## config.mk

```make
export PLATFORM = sky130hd
export DESIGN_NAME = ptp_bridge_rsp_tag_fifo
export DESIGN_NICKNAME = d
export VERILOG_FILES = /design/src/rtl/ptp_bridge_dbg_pkg.sv /design/src/rtl/ptp_bridge_rsp_tag_fifo.sv
export SDC_FILE = /design/constraint.sdc
export NUM_CORES = 1
export LEC_CHECK = 0
export BUFFER_PORTS_ARGS = -buffer_cell sky130_fd_sc_hd__buf_2
export CORE_UTILIZATION = 57
export DETAILED_ROUTE_END_ITERATION = 6
export GPL_TIMING_DRIVEN = 0
export PLACE_DENSITY = 0.89
export SLEW_MARGIN = 30
export SYNTH_ARGS = -nofsm -noshare
export SYNTH_HDL_FRONTEND = slang
export SYNTH_SLANG_ARGS = --single-unit
```

## constraint.sdc

```tcl
create_clock -name clk -period 3.2 [get_ports clk]
set_clock_uncertainty 0.15 [all_clocks]
set_input_delay 0.64 -clock clk [delete_from_list [all_inputs] [get_ports clk]]
set_output_delay 0.64 -clock clk [all_outputs]
set_load 0.02 [all_outputs]
```

## src/rtl/ptp_bridge_dbg_pkg.sv

```systemverilog
// ---------------------------------------------------------------------------
// ptp_bridge_dbg_pkg
// Shared definitions for the PTP bridge RX debug-region response path:
//   tag_t              - which target a recorded host read went to
//   RSP_*              - Avalon-MM response codes returned to the host
//   MISS_DATA          - readdata returned for reads that hit no region
//   TIMEOUT_DATA_BASE  - readdata base for forced completions (tag in LSBs)
// ---------------------------------------------------------------------------
package ptp_bridge_dbg_pkg;

  typedef enum logic [1:0] {
    TAG_RX0  = 2'd0,
    TAG_RX1  = 2'd1,
    TAG_MISS = 2'd2
  } tag_t;

  localparam logic [1:0] RSP_OKAY        = 2'b00;
  localparam logic [1:0] RSP_SLVERR      = 2'b10;
  localparam logic [1:0] RSP_DECODEERROR = 2'b11;

  localparam logic [31:0] MISS_DATA         = 32'hBADA_DD00;
  localparam logic [31:0] TIMEOUT_DATA_BASE = 32'hDEAD_0000;

endpackage

```

## src/rtl/ptp_bridge_rsp_tag_fifo.sv

```systemverilog
// ---------------------------------------------------------------------------
// ptp_bridge_rsp_tag_fifo
// Synchronous FIFO of read tags in host issue order.
//   clk, rst_n   - clock, asynchronous active-low reset (clears contents)
//   push/push_tag- enqueue a tag (ignored when full)
//   pop          - dequeue the head (ignored when empty)
//   head         - tag at the FIFO head
//   count        - number of stored tags
//   full, empty  - occupancy flags
// DEPTH must be a power of two so the pointers wrap naturally.
// ---------------------------------------------------------------------------
module ptp_bridge_rsp_tag_fifo
  import ptp_bridge_dbg_pkg::*;
#(
  parameter int DEPTH = 4,
  localparam int CW = $clog2(DEPTH) + 1
) (
  input  logic          clk,
  input  logic          rst_n,
  input  logic          push,
  input  tag_t          push_tag,
  input  logic          pop,
  output tag_t          head,
  output logic [CW-1:0] count,
  output logic          full,
  output logic          empty
);
  localparam int AW = $clog2(DEPTH);

  tag_t          mem [DEPTH];
  logic [AW-1:0] wr_ptr;
  logic [AW-1:0] rd_ptr;
  logic          do_push;
  logic          do_pop;

  assign full    = (count == CW'(DEPTH));
  assign empty   = (count == '0);
  assign do_push = push && !full;
  assign do_pop  = pop && !empty;
  assign head    = mem[rd_ptr];

  always_ff @(posedge clk or negedge rst_n) begin
    if (!rst_n) begin
      for (int i = 0; i < DEPTH; i++) mem[i] <= TAG_MISS;
      wr_ptr <= '0;
      rd_ptr <= '0;
      count  <= '0;
    end else begin
      if (do_push) begin
        mem[wr_ptr] <= push_tag;
        wr_ptr      <= wr_ptr + AW'(1);
      end
      if (do_pop) rd_ptr <= rd_ptr + AW'(1);
      unique case ({do_push, do_pop})
        2'b10:   count <= count + CW'(1);
        2'b01:   count <= count - CW'(1);
        default: count <= count;
      endcase
    end
  end

endmodule

```

; After elaboration in Yosys (flattened, before gate mapping)
; Cells that the tools add are included.
[totals]
reg_bits = 15
inputBits = 6
out_inout_bits = 7
wordCells = 33
[classes]
n_addsub = 4
order_cmp = 3
eq_ne = 3
mux = 7
bitwise = 2
n_reduce_logical = 7
[ops]
columns = cell, n
row1 = $bwmux W8, 1
row2 = $ge A3 B3 Y1 const B, 2
row3 = $mux W2, 3
row4 = $not A2 Y3, 2
row5 = $pmux W3 S2, 1
row6 = $add A2 B1 Y2 const B, 2
row7 = $bmux W2 S2, 1
row8 = $demux W2 S2, 1
row9 = $add A3 B1 Y3 const B, 1
row10 = $eq A3 B3 Y1 const B, 1
row11 = $logic_and A1 B1 Y1, 3
row12 = $logic_not A3 Y1, 1
row13 = $lt A3 B1 Y1 const B, 1
row14 = $sub A3 B1 Y3 const B, 1
row15 = $eq A2 B1 Y1 const B, 1
row16 = $eq A2 B2 Y1 const B, 1
row17 = $logic_not A1 Y1, 2
row18 = $reduce_bool A2 Y1, 1

; Longest topological paths before layout
; Gate-level depths: netlist of run 1.
[logic_depth]
word_depth = 6
mapped_depth = 8
ltp_nobuf = 8

; Least setup slack after synthesis of run 1
; OpenSTA, ideal clock, no wires.
[synth_timing]
path_type = register -> register
from = reg count[2]
to = reg count[2]
setup_time_ns = 0.080
t_arrival_ns = 2.105
required_ns = 2.970
slack_ns = 0.865
path_stages_with_launch = 9
path_buffers = 0
period_less_slack_ns = 2.335
cell_sequence = dfrtp_1 -> nor3b_4 -> nand2b_4 -> ha_1 -> inv_1 -> fa_1 -> xor2_1 -> nor2_1 -> xor2_1
[synth_between]
elab_chain_len = 5
elab_cells_between_ends = 12
classes_between = 2 x add/sub / 3 x eq/ne / 1 x mux / 6 x reduce/logical
[synth_lines]
columns = item, line
row1 = "start, declared", ptp_bridge_rsp_tag_fifo.sv:24  ; output logic [CW-1:0] count,
row2 = "start signal, assigned", ptp_bridge_rsp_tag_fifo.sv:55  ; 2'b10: count <= count + CW'(1);
row3 = "start signal, assigned", ptp_bridge_rsp_tag_fifo.sv:56  ; 2'b01: count <= count - CW'(1);
row4 = "start signal, assigned", ptp_bridge_rsp_tag_fifo.sv:57  ; default: count <= count;
row5 = $eq A3 B3 Y1 *, ptp_bridge_rsp_tag_fifo.sv:36  ; assign full = (count == CW'(DEPTH));
row6 = named net full, ptp_bridge_rsp_tag_fifo.sv:25  ; output logic full,
row7 = $logic_not A1 Y1 *, ptp_bridge_rsp_tag_fifo.sv:38  ; assign do_push = push && !full;
row8 = $logic_and A1 B1 Y1 *, ptp_bridge_rsp_tag_fifo.sv:38
row9 = $eq A2 B1 Y1 / $eq A2 B2 Y1 (equally long branches), ptp_bridge_rsp_tag_fifo.sv:54  ; unique case ({do_push, do_pop})
row10 = $pmux W3 S2 / $reduce_bool A2 Y1 (equally long branches), --
; Mark *: on every way through the listed nets, which the timed path passes. The rest lies on a longest branch.
; A chain may end at the register's enable or synchronous reset.

; Worst setup path in the final report of run 1
[layout_timing]
from = reg count[0]
to = reg count[2]
[layout_between]
elab_chain_len = 5
elab_cells_between_ends = 12
classes_between = 2 x add/sub / 3 x eq/ne / 1 x mux / 6 x reduce/logical
[layout_lines]
columns = item, line
row1 = $eq A3 B3 Y1 / $logic_not A3 Y1 (equally long branches), "ptp_bridge_rsp_tag_fifo.sv:36, ptp_bridge_rsp_tag_fifo.sv:37"
row2 = $logic_not A1 Y1 (on tied branches), "ptp_bridge_rsp_tag_fifo.sv:38, ptp_bridge_rsp_tag_fifo.sv:39"
row3 = $logic_and A1 B1 Y1 (on tied branches), "ptp_bridge_rsp_tag_fifo.sv:38, ptp_bridge_rsp_tag_fifo.sv:39"
row4 = $eq A2 B1 Y1 / $eq A2 B2 Y1 (equally long branches), ptp_bridge_rsp_tag_fifo.sv:54
row5 = $pmux W3 S2 / $reduce_bool A2 Y1 (equally long branches), --
; Parallel ways exist; a longest one is shown, timed or not.

==> metrics.csv, run 1 <==
stage;metric;value;unit
die;Initial Util;65.40;%
finish;fin nets;87;
pwr;clock share of power;11.0;%
synth;post-synth net total;70;
pwr;static leakage;0.4164;nW
cts;CTS tree;done;
place;DP Worst Slack;0.9400;ns
finish;antenna cells;0;
critical_path;CP max stage delay;0.48;ns
timing;final setup margin;0.9268;ns
global_route;largest net degree at the start of global routing;16;
timing;Slew HR;78.03;%
cts;CTS Hold Buffers Added;0;
pwr;Seq pwr share;42.4;%
pwr;Sw Ratio;38.53;%
timing;setup_tns;0;ns
routing;DRC Markers;0;
critical_path;CP max FO;6;
finish;final std cells w/o fill;88;
routing;Via Count;465;
timing;Pins Over Slew Limit;0;
critical_path;Critical Path Start Type;register;
routing;initial DRC count;4;
synth;Synth Area in XOR/XNOR;6.774;%
synth;mux contribution to synthesized area;20.16;%
place;number of port buffers;12;
cts;maximum buffer depth of the clock tree;2;
synth;Post-Syn Area;775.7;um2
die;core box area;1186;um2
finish;most frequent cells in the layout;buf_2, dfrtp_1, mux2_2;
timing;minimum clock period;2.273;ns
critical_path;Reg2Reg Setup Slack;0.93;ns
cts;clk sinks;15;
status;status;complete, no violations;
global_route;wire length of the first global-routing pass;2104;um
cts;Clock Pin Slew Worst Setup and Hold Paths;0.09;ns
timing;RSZ-0062 raised after global routing;no;
synth;Synth Area in Compound Gates;1.290;%
cts;Post-CTS Resized;0;
synth;Post-Synth Adder-Cell Area;10.65;%
timing;Setup violations, final;0;
die;DIE AREA;1512;um2
synth;dominant combinational cell family by area after synthesis;multiplexers;
critical_path;Crit Reg-Reg Endpoint;count[2];
hold_path;Hold Crit Class;in2async;
synth;sequential area share after synthesis;49.03;%
critical_path;Crit. End Element;register;
critical_path;crit path max-delay cell type;dfrtp_1;
critical_path;crit path buf inv count;1;
timing;worst hold slack;0.09518;ns
pwr;Switching Power;0.0003697;W
critical_path;required time of the critical path;3.25;ns
finish;Multi-input gate area;376.6;um2
pwr;Int Power;0.0005898;W
die;chip height;38.89;um
timing;f_max;439.9;MHz
cts;Clk Tree Root Cell;clkbuf_4;
cts;clk_lat worst skew;0.28;ns
pwr;Max IR drop VDD;704.8;uV
cts;CTS HTree Levels;1;
synth;cell count after synthesis;58;
routing;Detail Route Antenna Nets;0;
routing;routed vias/inst;5.284;
synth;Mean Syn Cell Area;13.37;um2
global_route;GR Util All Layers;22.15;%
finish;fill cell count;84;
place;placer congestion estimate;0.6117;
global_route;initial antenna violation count;0;
routing;first-pass detailed-route iteration total;3;
critical_path;Worst R2R Start;count[0];
cts;Num CTS Buffers;3;
critical_path;CP most frequent cell;xor2_1;
critical_path;worst r2r path cells;8;
finish;Register Area;380.4;um2
synth;post-synthesis register bit count;15;
die;number of core rows;12;
pwr;part of the power in combinational logic;46.6;%
timing;measured slew at the worst slew-check pin;0.3295;ns
routing;drt total wl;1189;um
timing;final hold violation count;0;
synth;Post-Synth Simple-Gate Area;9.677;%
critical_path;crit path DAT;2.32;ns
flow_run;Max Cap Violations;0;
place;placed insts;84;
finish;share of layout cells above drive strength 1;44.59;%
global_route;gr ovfl total;0;
critical_path;CP top delay family;simple AND/OR/NAND/NOR gates;
finish;commonest non-fill, non-tap cell in the layout;buf_2;
synth;Yosys cell types;16;
pwr;Pwr Density;1091;nW/um2
routing;WL/cell;13.51;um
finish;Syn-to-layout area delta;13.39;%
critical_path;WS Path Type;reg2reg;
die;DIE WIDTH;38.89;um
timing;final worst path period share;71.04;%
synth;YS warnings;0;
cts;Post-CTS Setup Repair Bufs;0;
global_route;vias in the first global route;480;
critical_path;worst-path cell chain;nor3b_4 > nand2b_4 > ha_1 > inv_1 > fa_1 > xor2_1 > nor2_1 > xor2_1;
die;boundary pin count;13;
## power groups by stage
stage          logic [W]  registers [W]  clock network [W]
2_1_floorplan   0.000332       0.000410                  0
3_3_place_gp    0.000436       0.000403                  0
3_5_place_dp    0.000451       0.000413                  0
4_1_cts         0.000453       0.000409           0.000107
5_1_grt         0.000493       0.000426           0.000118
6_report        0.000447       0.000407           0.000106
## state kept, by name (all words and copies together), names as in the netlist
signal	cells
rd_ptr	2
count	3
mem	8
wr_ptr	2
## synthesized netlist by cell type, drive strengths merged
cell | number | area (um2)
dfrtp | 11 | 275.3
mux2 | 9 | 101.4
ha | 5 | 62.56
inv | 5 | 18.77
nand2 | 5 | 18.77
nor2 | 5 | 18.77
dfstp | 4 | 105.1
xnor2 | 3 | 26.28
xor2 | 3 | 26.28
mux4 | 2 | 45.04
fa | 1 | 20.02
mux2i | 1 | 10.01
nand2b | 1 | 13.76
nor3 | 1 | 5.000
nor3b | 1 | 18.77
o31a | 1 | 10.01
## cell families after synthesis
logic type / after synthesis
multiplexers: 12
adder cells (fa/ha/maj): 6
XOR/XNOR: 6
buffers and inverters: 5
flip-flops: 15
AO/OA/AOI/OAI: 1
AND/OR/NAND/NOR: 13
## metrics by stage
stage          total power [W]  utilization [%]  instance area (um2)
2_1_floorplan        0.0007421                -                775.7
3_3_place_gp         0.0008387            71.94                853.3
3_5_place_dp         0.0008634            71.94                853.3
4_1_cts              0.0009688            74.16                879.6
5_1_grt               0.001037            74.16                879.6
6_report             0.0009594            74.16                879.6
## routing by layer
| metal | vias up | wire length (um) | GRT usage [%] | part of all wire [%] |
|---|---|---|---|---|
| met3 | 2 | 46 | 8.671 | 3.9 |
| met4 | 0 | 11 | 10.34 | 0.93 |
| li1 | 228 | - | - | - |
| met1 | 223 | 555 | 26.64 | 47 |
| met5 | - | 0 | 0 | 0 |
| met2 | 12 | 576 | 34.58 | 48 |
## cell type report
| cell class | instances | area share [%] |
|---|---|---|
| clock buffers | 4 | 2.987 |
| inverters | 5 | 2.134 |
| multi-input cells | 38 | 42.82 |
| flip-flops and latches | 15 | 43.24 |
| well taps | 14 | 1.991 |
| repair buffers | 12 | 6.828 |
## how the worst max path moves through the flow
stage	start	cells past startpoint	slack, ns	endpoint
after floorplan	count[2]	8	0.86	count[2]
after global placement	count[0]	8	1.03	count[2]
after detailed placement	count[0]	8	0.94	count[2]
after CTS	count[0]	8	0.90	count[2]
after global routing	count[0]	8	0.80	count[2]
final	count[0]	8	0.93	count[2]
Note: power is estimated with default switching activity, not from simulation.
==> run 2: changes to the inputs <==
CORE_UTILIZATION = 53   (was 57)
PLACE_DENSITY = 0.84   (was 0.89)
clock period = 2.2 ns   (was 3.2 ns; I/O delays follow)
==> metrics.csv, run 2 (same netlist as run 1, synthesis figures left out) <==
stage;metric;value;unit;change
status;status;complete, no violations;;unchanged
finish;max reg flops;8;;unchanged
critical_path;Critical Path Start Type;register;;unchanged
routing;first-pass detailed-route iteration total;2;;was 3
global_route;GR Layer Usage met2;31.85;%;was 34.58%
routing;Detail Route Antenna Nets;0;;unchanged
global_route;GR Util All Layers;18.30;%;was 22.15%
timing;Pins Over Slew Limit;0;;unchanged
critical_path;CP max FO;4;;was 6
timing;measured slew at the worst slew-check pin;0.3309;ns;was 0.3295 ns
cts;Clock Pin Slew Worst Setup and Hold Paths;0.09;ns;about the same
finish;Syn-to-layout area delta;18.39;%;was 13.39%
finish;commonest non-fill, non-tap cell in the layout;buf_2;;unchanged
timing;RSZ-0062 raised after global routing;no;;unchanged
finish;final core utilization;68.86;%;was 74.16%
cts;maximum buffer depth of the clock tree;2;;unchanged
finish;Multi-input gate area;391.6;um2;was 376.6 um2
timing;setup_tns;0;ns;unchanged
timing;final setup margin;0.1825;ns;was 0.9268 ns
die;Initial Util;58.16;%;was 65.40%
global_route;gr ovfl total;0;;unchanged
routing;Via Count;464;;was 465
die;chip height;40.26;um;was 38.89 um
place;placer congestion estimate;0.6372;;was 0.6117
critical_path;worst-path cell chain;mux4_2 > buf_2;;was nor3b_4 > nand2b_4 > ha_1 > inv_1 > fa_1 > xor2_1 > nor2_1 > xor2_1
global_route;initial antenna violation count;0;;unchanged
global_route;wire length of the first global-routing pass;1863;um;was 2104 um
timing;f_max;495.7;MHz;
place;number of port buffers;12;;unchanged
finish;antenna cells;0;;unchanged
die;boundary pin count;13;;unchanged
cts;Num CTS Buffers;3;;unchanged
timing;worst hold slack;0.2790;ns;was 0.09518 ns
global_route;largest net degree at the start of global routing;16;;unchanged
timing;final hold violation count;0;;unchanged
critical_path;Worst R2R Start;count[1];;was count[0]
critical_path;required time of the critical path;1.61;ns;was 3.25 ns
routing;DRC Markers;0;;unchanged
place;Placed Area;873.3;um2;was 853.3 um2
routing;drt total wl;1167;um;was 1189 um
cts;clk sinks;15;;unchanged
finish;fill cell count;107;;was 84
place;post-DP HPWL;940.4;um;
timing;Slew HR;77.94;%;was 78.03%
critical_path;crit path max-delay cell type;mux4_2;;was dfrtp_1
critical_path;WS Path Type;reg2out;;was reg2reg
timing;Setup violations, final;0;;unchanged
pwr;Max IR drop VDD;783.9;uV;was 704.8 uV
global_route;vias in the first global route;432;;was 480
flow_run;Max Cap Violations;0;;unchanged
critical_path;crit path DAT;1.43;ns;was 2.32 ns
finish;most frequent cells in the layout;buf_2, mux2_2, dfrtp_1;;was buf_2, dfrtp_1, mux2_2
timing;final worst path period share;91.71;%;
die;number of core rows;13;;was 12
critical_path;Worst Setup SP;rd_ptr[0];;was count[0]
finish;largest registers;mem x8, count x3;;unchanged
finish;Largest Register;mem;;unchanged
routing;initial DRC count;6;;was 4
global_route;GRT busiest layer;met2;;unchanged
routing;routed vias/inst;5.099;;was 5.284
finish;share of layout cells above drive strength 1;52.63;%;was 44.59%
finish;Register Area;384.1;um2;was 380.4 um2
global_route;grt met1 use;21.09;%;was 26.64%
global_route;met3 Use GR;5.000;%;was 8.671%
finish;design area;918.4;um2;was 879.6 um2
pwr;static leakage;0.4250;nW;was 0.4164 nW
cts;CTS HTree Levels;1;;unchanged
die;core box area;1334;um2;was 1186 um2
timing;minimum clock period;2.018;ns;
hold_path;Hold Crit Class;in2reg;;was in2async
finish;fin nets;89;;was 87
cts;Clk Tree Root Cell;clkbuf_4;;unchanged
cts;Post-CTS Resized;0;;unchanged
routing;WL/cell;12.82;um;was 13.51 um
critical_path;Crit. End Element;output pin;;was register
cts;clk_lat worst skew;0.28;ns;about the same
die;DIE AREA;1620;um2;was 1512 um2
critical_path;CP max stage delay;0.52;ns;was 0.48 ns
cts;CTS tree;done;;unchanged
pwr;Pwr Density;1556;nW/um2;was 1091 nW/um2
hold_path;HP Start;push_tag[1];;
critical_path;CP top delay family;multiplexers;;was simple AND/OR/NAND/NOR gates
die;DIE WIDTH;40.26;um;was 38.89 um
place;DP Worst Slack;0.05159;ns;was 0.9400 ns
critical_path;crit path buf inv count;1;;unchanged
-- run 2: cell count changes in the layout (fill, tap and decap cells not counted), sizes merged --
cell,before,now
buf,12,13
clkbuf,4,3
clkinv,0,1
dlygate4sd3,0,1
-- run 2: per-layer routing --
layer / wire length [um] / part of all wire, %
met5: 0 / 0
met1: 551 / 47
met2: 553 / 47
met4: 5 / 0.43
met3: 57 / 4.9
-- run 2: metrics by stage --
| step | power [W] | instances |
|---|---|---|
| 2_1_floorplan | 0.001103 | 58 |
| 3_3_place_gp | 0.001249 | 85 |
| 3_5_place_dp | 0.001287 | 85 |
| 4_1_cts | 0.001444 | 90 |
| 5_1_grt | 0.001552 | 91 |
| 6_report | 0.001429 | 91 |
-- run 2: power breakdown --
part           internal, W  switching, W  leakage [nW]
sequential        0.000455      0.000140         0.168
clock            0.0000674     0.0000833        0.0177
combinational     0.000364      0.000318         0.239
total             0.000887      0.000542         0.425
-- run 2: worst paths after layout --
path	to	slack, ns	cells after the start
max reg2reg	count[2]	0.20	8
min reg2reg	mem[6]	0.36	1
min in group asynchronous	mem[4]	0.43	2
max in group asynchronous	mem[1]	1.18	2
min	mem[7]	0.28	2
max	head[0]	0.18	2
-- run 2: layout make-up --
class	instances	area share [%]
multi-input cells	38	42.64
clock buffers	3	2.452
flip-flops and latches	15	41.83
inverters	5	2.044
well taps	15	2.044
repair buffers	14	8.447
clock inverters	1	0.5450
-- run 2: what timing repair did --
action,in CTS,in global routing
hold buffers,1,0
hold endpoints to repair,11,0
setup buffers,0,1
setup endpoints to repair,0,1
-- run 2: worst register-to-register path: cells and delay by family (launching register included) --
kind	cells	cell delay, ns
DFF	1	0.46
buffers and inverters	1	0.05
xor gates and xnor gates	2	0.29
adders and majority gates	2	0.46
and+or+nand+nor	3	0.53
